## src/rtl/fetch_decode_queue_if.sv

```systemverilog
// Fetch/decode handshake bundle for the fetch_decode_queue.
// master = fetch+decode side, slave = queue.
interface fetch_decode_queue_if #(
    parameter int DEPTH  = 4,
    parameter int DATA_W = 32
);
    logic [DATA_W-1:0]          instruction;
    logic [DATA_W-1:0]          pc;
    logic                       hit;
    logic                       flush;
    logic                       decode_ready;
    logic [DATA_W-1:0]          inst_out;
    logic [DATA_W-1:0]          pc_out;
    logic                       out_valid;
    logic                       full;
    logic [$clog2(DEPTH):0]     count;

    modport master (
        output instruction, pc, hit, flush, decode_ready,
        input  inst_out, pc_out, out_valid, full, count
    );

    modport slave (
        input  instruction, pc, hit, flush, decode_ready,
        output inst_out, pc_out, out_valid, full, count
    );
endinterface

```

## src/rtl/fetch_decode_queue.sv

```systemverilog
// Circular instruction queue between fetch and decode, flushed on redirect.
// Optional same-cycle empty-queue bypass: define FDQ_BYPASS_EN.
module fetch_decode_queue #(
    parameter int DEPTH  = 4,
    parameter int DATA_W = 32
) (
    input logic                 clk,
    input logic                 rst,
    fetch_decode_queue_if.slave bus
);
    localparam int PTR_W = $clog2(DEPTH);
    localparam int CNT_W = PTR_W + 1;

    typedef struct packed {
        logic [DATA_W-1:0] instr;
        logic [DATA_W-1:0] pc;
    } entry_t;

    entry_t             mem [DEPTH];
    logic [PTR_W-1:0]   wr_ptr;
    logic [PTR_W-1:0]   rd_ptr;
    logic [CNT_W-1:0]   cnt;
    logic               empty;
    logic               is_full;
    logic               bypass;
    logic               push;
    logic               pop;

    assign empty   = (cnt == '0);
    assign is_full = (cnt == CNT_W'(DEPTH));

`ifdef FDQ_BYPASS_EN
    assign bypass = empty & bus.hit & ~bus.flush & bus.decode_ready;
`else
    assign bypass = 1'b0;
`endif

    // A bypassed word is consumed directly and never stored.
    assign push = bus.hit & ~is_full & ~bus.flush & ~bypass;
    assign pop  = bus.decode_ready & ~empty & ~bus.flush;

    // Entry storage; contents need no reset since count gates the head.
    always_ff @(posedge clk) begin
        if (push) begin
            mem[wr_ptr] <= '{instr: bus.instruction, pc: bus.pc};
        end
    end

    // Pointers and occupancy; flush clears everything in flight.
    always_ff @(posedge clk or posedge rst) begin
        if (rst) begin
            wr_ptr <= '0;
            rd_ptr <= '0;
            cnt    <= '0;
        end else if (bus.flush) begin
            wr_ptr <= '0;
            rd_ptr <= '0;
            cnt    <= '0;
        end else begin
            if (push) begin
                wr_ptr <= wr_ptr + PTR_W'(1);
            end
            if (pop) begin
                rd_ptr <= rd_ptr + PTR_W'(1);
            end
            if (push && !pop) begin
                cnt <= cnt + CNT_W'(1);
            end else if (pop && !push) begin
                cnt <= cnt - CNT_W'(1);
            end
        end
    end

    // Show-ahead head; NOP and zero PC when nothing is available.
    always_comb begin
        bus.inst_out  = '0;
        bus.pc_out    = '0;
        bus.out_valid = 1'b0;
        unique case (1'b1)
            bypass: begin
                bus.inst_out  = bus.instruction;
                bus.pc_out    = bus.pc;
                bus.out_valid = 1'b1;
            end
            !empty: begin
                bus.inst_out  = mem[rd_ptr].instr;
                bus.pc_out    = mem[rd_ptr].pc;
                bus.out_valid = 1'b1;
            end
            default: begin
                bus.out_valid = 1'b0;
            end
        endcase
    end

    assign bus.full  = is_full;
    assign bus.count = cnt;
endmodule

```

## src/flat_wrapper.sv

```systemverilog
// flat-port wrapper written by rule: the top's interface ports become plain ports
module fetch_decode_queue_flat 
#(
    parameter int DEPTH  = 4,
    parameter int DATA_W = 32
)
  (clk, rst, bus_instruction, bus_pc, bus_hit, bus_flush, bus_decode_ready, bus_inst_out, bus_pc_out, bus_out_valid, bus_full, bus_count);
  fetch_decode_queue_if #(.DEPTH(DEPTH), .DATA_W(DATA_W)) bus_i ();
  input logic clk;
  input logic rst;
  input wire logic [$bits(bus_i.instruction)-1:0] bus_instruction;
  input wire logic [$bits(bus_i.pc)-1:0] bus_pc;
  input wire logic [$bits(bus_i.hit)-1:0] bus_hit;
  input wire logic [$bits(bus_i.flush)-1:0] bus_flush;
  input wire logic [$bits(bus_i.decode_ready)-1:0] bus_decode_ready;
  output wire logic [$bits(bus_i.inst_out)-1:0] bus_inst_out;
  output wire logic [$bits(bus_i.pc_out)-1:0] bus_pc_out;
  output wire logic [$bits(bus_i.out_valid)-1:0] bus_out_valid;
  output wire logic [$bits(bus_i.full)-1:0] bus_full;
  output wire logic [$bits(bus_i.count)-1:0] bus_count;
  assign bus_i.instruction = bus_instruction;
  assign bus_i.pc = bus_pc;
  assign bus_i.hit = bus_hit;
  assign bus_i.flush = bus_flush;
  assign bus_i.decode_ready = bus_decode_ready;
  assign bus_inst_out = bus_i.inst_out;
  assign bus_pc_out = bus_i.pc_out;
  assign bus_out_valid = bus_i.out_valid;
  assign bus_full = bus_i.full;
  assign bus_count = bus_i.count;
  fetch_decode_queue #(.DEPTH(DEPTH), .DATA_W(DATA_W)) u_core (.clk(clk), .rst(rst), .bus(bus_i));
endmodule
```

## config.mk

```make
export PLATFORM = sky130hd
export DESIGN_NAME = fetch_decode_queue_flat
export DESIGN_NICKNAME = d
export VERILOG_FILES = /design/src/rtl/fetch_decode_queue_if.sv /design/src/rtl/fetch_decode_queue.sv /design/src/flat_wrapper.sv
export SDC_FILE = /design/constraint.sdc
export NUM_CORES = 1
export LEC_CHECK = 0
export ABC_AREA = 1
export CORE_ASPECT_RATIO = 1.1
export CORE_MARGIN = 2
export CORE_UTILIZATION = 64
export CTS_CLUSTER_DIAMETER = 200
export DETAILED_ROUTE_END_ITERATION = 6
export DONT_BUFFER_PORTS = 1
export HOLD_SLACK_MARGIN = 0.06
export PLACE_DENSITY = 0.8
export SYNTH_ARGS = -nofsm -noshare
export SYNTH_HDL_FRONTEND = slang
export SYNTH_SLANG_ARGS = --single-unit
```

## constraint.sdc

```tcl
create_clock -name clk -period 9.4 [get_ports clk]
set_input_delay 2.35 -clock clk [delete_from_list [all_inputs] [get_ports clk]]
set_output_delay 2.35 -clock clk [all_outputs]
set_load 0.01 [all_outputs]
```

# [Yosys cells after proc, flatten, opt, wreduce, memory -nomap -nowiden]
# Memory sizes are Yosys's and may differ from the RTL's.
# Cells that the tools add are included.
[totals] ramBits=256 mem_count=1 latch_bits=0 register_bits=7 out_inout_bits=69 in_bits=69 word_cells=36 romBits=0
[memory_table] memory="u_core.mem" words=4 word_bits=64 read_ports=1 rd_clocked_by_memory_dff=0 write_ports=1 line_no="fetch_decode_queue.sv:19" text="entry_t mem [DEPTH];"
[classes] reduce_logical=8 addsub=4 multipliers=0 div=0 n_eq_ne=1 n_mux=12 order_cmp=0 shifts=0 n_bitwise=7
[op_table] op="$mux 32" n=2
[op_table] op="$mux 3" n=3
[op_table] op="$mux 2" n=4
[op_table] op="$add 2x1->2 const B" n=2
[op_table] op="$and 1x1->1" n=4
[op_table] op="$reduce_bool 2->1" n=2
[op_table] op="$add 3x1->3 const B" n=1
[op_table] op="$eq 3x3->1 const B" n=1
[op_table] op="$logic_not 3->1" n=1
[op_table] op="$mux 1" n=3
[op_table] op="$not 1->1" n=3
[op_table] op="$reduce_bool 3->1" n=1
[op_table] op="$sub 3x1->3 const B" n=1
[op_table] op="$logic_and 1x1->1" n=2
[op_table] op="$logic_not 1->1" n=2

# [Logic depth before layout (Yosys ltp)]
[depth] word_depth=9 depth_mapped=12 depth_no_buf=12

# [Least setup slack after synthesis]
# No wires, ideal clock.
[synth_timing] path_kind="input -> register" start="in bus_flush" end="mem u_core.mem[0][0] (netlist name) (enable)" n_path_buf=0 arrival_time_ns=5.346 path_stages=3 setup_time_ns=0.486 setup_slack_ns=3.568 t_required_ns=8.914 cell_sequence="inv_1 nand3_2 nor2_1"
[synth_via] elab_chain_cells=4
[synth_rtl] element="start: declaration" line_no="flat_wrapper.sv:14" text="input wire logic [$bits(bus_i.flush)-1:0] bus_flush;"
[synth_rtl] element="$not 1->1" line_no="fetch_decode_queue.sv:39" text="assign push = bus.hit & ~is_full & ~bus.flush & ~bypass;"
[synth_rtl] element="$and 1x1->1" line_no="fetch_decode_queue.sv:39"
[synth_rtl] element="$mux 1" line_no="fetch_decode_queue.sv:44" text="if (push) begin"
[synth_rtl] element="$mux 1 (implied by the code)" line_no="fetch_decode_queue.sv:45" text="mem[wr_ptr] <= '{instr: bus.instruction, pc: bus.pc};"
[synth_rtl] element="end: declaration" line_no="fetch_decode_queue.sv:19"
# No other way between the ends.

# [Final worst setup path]
[layout_timing] start="reg u_core.rd_ptr[0]" end="out bus_inst_out[22]"
[layout_via] elab_chain_cells=2
[layout_rtl] element="start: declaration" line_no="fetch_decode_queue.sv:21" text="logic [PTR_W-1:0] rd_ptr;"
[layout_rtl] element="start signal: assignment" line_no="fetch_decode_queue.sv:64" text="rd_ptr <= rd_ptr + PTR_W'(1);"
[layout_rtl] element="$mem_v2 4x64"
[layout_rtl] element="$mux 32" line_no="fetch_decode_queue.sv:79" text="unique case (1'b1)"
[layout_rtl] element="end: declaration" line_no="flat_wrapper.sv:16" text="output wire logic [$bits(bus_i.inst_out)-1:0] bus_inst_out;"
# No other way between the ends.

==> results.txt <==
The critical register-to-register path startpoint is u_core.bus.count[0]$_DFFE_PP0P_. After synthesis, the most frequently instantiated cells are 260 x nor2_1, 256 x edfxtp_1, 130 x o21ai_0, 67 x a21oi_1, 16 x inv_1. The placed standard-cell area came out at about 10000 µm². The number of endpoints with negative hold slack in the final report was 0. The detailed-route wire length is 20.8 mm. For this block, the initial DRC count from the detailed router was 630. On the critical path, the stage with the largest delay is an instance of buf_4. The final-report setup violation count came out at 0.

The synthesized netlist cell count is 820. Synthesis inferred around 260 register bits. The clock latency at the later pin of the worst-skew pair is around 510 ps. The area growth from synthesis to layout is 7.71%. The longest clock path from root to sink contains 3 buffers. The post-route cell area came out at between 10000 and 15000 µm².

The cell area that synthesis handed to floorplanning was between 10000 and 15000 µm². The power per unit of standard cell area came out at 262 nW/µm². Routed signal wires occupy layers up through met4. The met3 wire length is 1.82 mm. The portion of synthesized cell area occupied by the leading cell type came out at approximately three quarters.

The peak ir drop on the vdd network came out at about 0.24 mV. The total of buffers placed on input and output ports is 0. The core outline area is around 16000 µm².

The via count is between 6000 and 7000. The number of gates given a new drive strength after cts is 0. Setup repair after global routing left no endpoint under its margin. The data required time of the critical path is around 7100 ps. Buffers inserted during clock tree synthesis total 24. The buffering stage count on the worst path with inverters included came out at 2. The buffer type at the clock tree root is clkbuf_16.

The count of cell types in the netlist came out at 23. In the synthesized netlist the async set-or-reset flop fraction comes to 2.66%. The worst-case clock skew came out at 11.9 ps. Traced cell by cell, the critical path runs through clkinv_2, buf_4, o21ai_0, a21oi_1. The number of flops mapped to enable cells by yosys is about 260. The remaining antenna violation count is 0. The maximum fanout along the worst path came out at between 80 and 90. The final weighted congestion in routability-driven placement came out at 0.839. The prevailing post-synth register cell is edfxtp_1.

The worst setup slack after placement came out at 4720 ps. The total congestion overflow came out at 0. The mean instance size in the synthesized netlist came out at approximately 13 µm². The min-delay analysis places its worst path in the category reg2reg. The wire length on met2 came out at roughly 11 mm. The category of the critical setup timing path is reg2out. STA classifies the critical path startpoint as a flop. The boundary pin count came out at about 140. The clock transition time at the flip-flop clock pins of the worst setup and hold paths came out at roughly 60 ps.

In the post-route analysis, the smallest setup slack over all paths is 4210 ps. The standby leakage power came out at 3.73 nW. The initial core utilization is approximately 66%. The minimum clock period after layout is 5190 ps.

The portion of the clock cycle consumed by the worst path in the final layout is 55.3%. The fmax is just under 200 MHz. For this design, the sink count on the clock tree is 263. Using the TritonRoute via totals, the vias-per-cell ratio works out to roughly 6. Entering global routing, the biggest net connects between 100 and 150 pins.

The CTS tree is done. At the end of the flow, the number of nets in the layout was approximately 900. The critical path starts at u_core.rd_ptr[0]$_DFFE_PP0P_. The die width is between 100 and 150 µm.

In this run the most critical hold path is launched from u_core.bus.count[0]$_DFFE_PP0P_. The count of warnings emitted by yosys is 0. The first-pass GRT wire length is approximately 32 mm.

The nature of the critical path endpoint is an output pin. The iteration count of the initial detailed-routing pass is 5. After floorplanning, the core was divided into 48 placement rows. The transition at the pin with the smallest max-transition slack is 1270 ps. The net count after synthesis came out at approximately 890. Broken down by cell family, the worst path's largest delay share belongs to buffers and inverters.

For this run, the total global-route usage over all layers was measured as a little under a quarter. The arrival time of the worst setup path is 2840 ps. In the post-synthesis netlist, the cell with the most instances is nor2_1. The setup TNS is 0 ps. The post-route netlist has roughly 6.3% of its cells at a drive strength greater than 1. On the worst path, the slowest cell contributes a delay of roughly 700 ps.

The hold buffer count at cts is 0. The number of antenna violations at the first check in global routing is 0. The vertical extent of the die came out at between 100 and 150 µm. The die covers 17200 µm². The post-CTS setup buffer count is 0.

0 antenna diodes ended up in the layout. Of the synthesized area, sequential elements account for between 70% and 80%. Detailed placement finished with a half-perimeter wire length of approximately 12 mm. Max-cap violations in this run came to 0.

Cells fill between 70% and 80% of the core in the end. The hold slack came out at 615 ps. The wire length per cell after detailed routing came out at approximately 20 µm. In this run the number of H-tree levels came out at 1. The worst max-slew margin expressed relative to the limit is 15.4%. The flow ran to the end, and the final reports show no timing, DRC or antenna violations. The wire length on met1 is ~7.7 mm.

The number of global-route vias before repair is 6253. In the post-synthesis netlist, the biggest area contributors are edfxtp_1 74%, nor2_1 9.4%, o21ai_0 6.3%. The post-detailed-route DRC marker count is 0. The max-slew violation total from the final report was 0. edfxtp_1 takes more of the synthesized area than any other cell.
==> cell families (layout without fill, tap and decap cells) <==
family                   count (synthesis)  after routing  synth area share [%]
flip-flops                             263            263                  75.8
adder cells (fa/ha/maj)                  5              5                 0.676
AO/OA/AOI/OAI                          201            201                  9.72
AND/OR/NAND/NOR                        284            284                  10.5
XOR/XNOR                                 1              1                0.0845
buffers and inverters                   66             67                  3.21
==> per-layer routing <==
layer  vias up  track usage, %
li1       2856               -
met2       262            41.5
met5         -               0
met1      3022            28.7
met4         0            8.77
met3        50            6.72
==> metrics by stage <==
| stage | total power, mW | cells |
|---|---|---|
| 2_1_floorplan | 1.93 | 820 |
| 3_3_place_gp | 2.04 | 981 |
| 3_5_place_dp | 2.07 | 981 |
| 4_1_cts | 2.94 | 1021 |
| 5_1_grt | 3.06 | 1021 |
| 6_report | 2.93 | 1021 |
==> cells in the final DEF (no fill, tap or decap), types with 5 or more instances in the layout <==
cell and n:
nor2_1 256, edfxtp_1 256, o21ai_0 130, a21oi_1 67, clkbuf_16 25, inv_1 15, nand2_1 15, clkinv_1 9
buf_4 9, dfrtp_1 5
==> registers in the layout, summed over array words and instances, names as in the netlist <==
register	flops
u_core.mem	256
u_core.bus.count	3
u_core.rd_ptr	2
u_core.wr_ptr	2
==> power by group <==
group	internal (mW)	switching, mW
logic	0.147	0.502
clock network	0.505	0.383
registers	1.36	0.0313
total	2.01	0.916
==> path summary, 6_finish.rpt <==
path | end | slack (ps) | cells past startpoint
max in group asynchronous | u_core.rd_ptr[0]$_DFFE_PP0P_ | 7490 | 1
min in group asynchronous | u_core.wr_ptr[1]$_DFFE_PP0P_ | 1670 | 1
worst min-delay path | u_core.bus.count[0]$_DFFE_PP0P_ | 610 | 1
worst max register to register | u_core.mem[1][25]$_DFFE_PP_ | 6670 | 5
worst max-delay path | bus_inst_out[22] | 4210 | 4
worst min register to register | u_core.bus.count[0]$_DFFE_PP0P_ | 610 | 1
==> final cells by class <==
cell class	count	area (µm²)
multi-input cells	491	2210
repair buffers	9	67.6
flip-flops and latches	263	7870
well taps	200	250
clock inverters	12	73.8
fillers	981	4620
clock buffers	28	637
inverters	18	68.8
(Power assumes the default switching activity.)
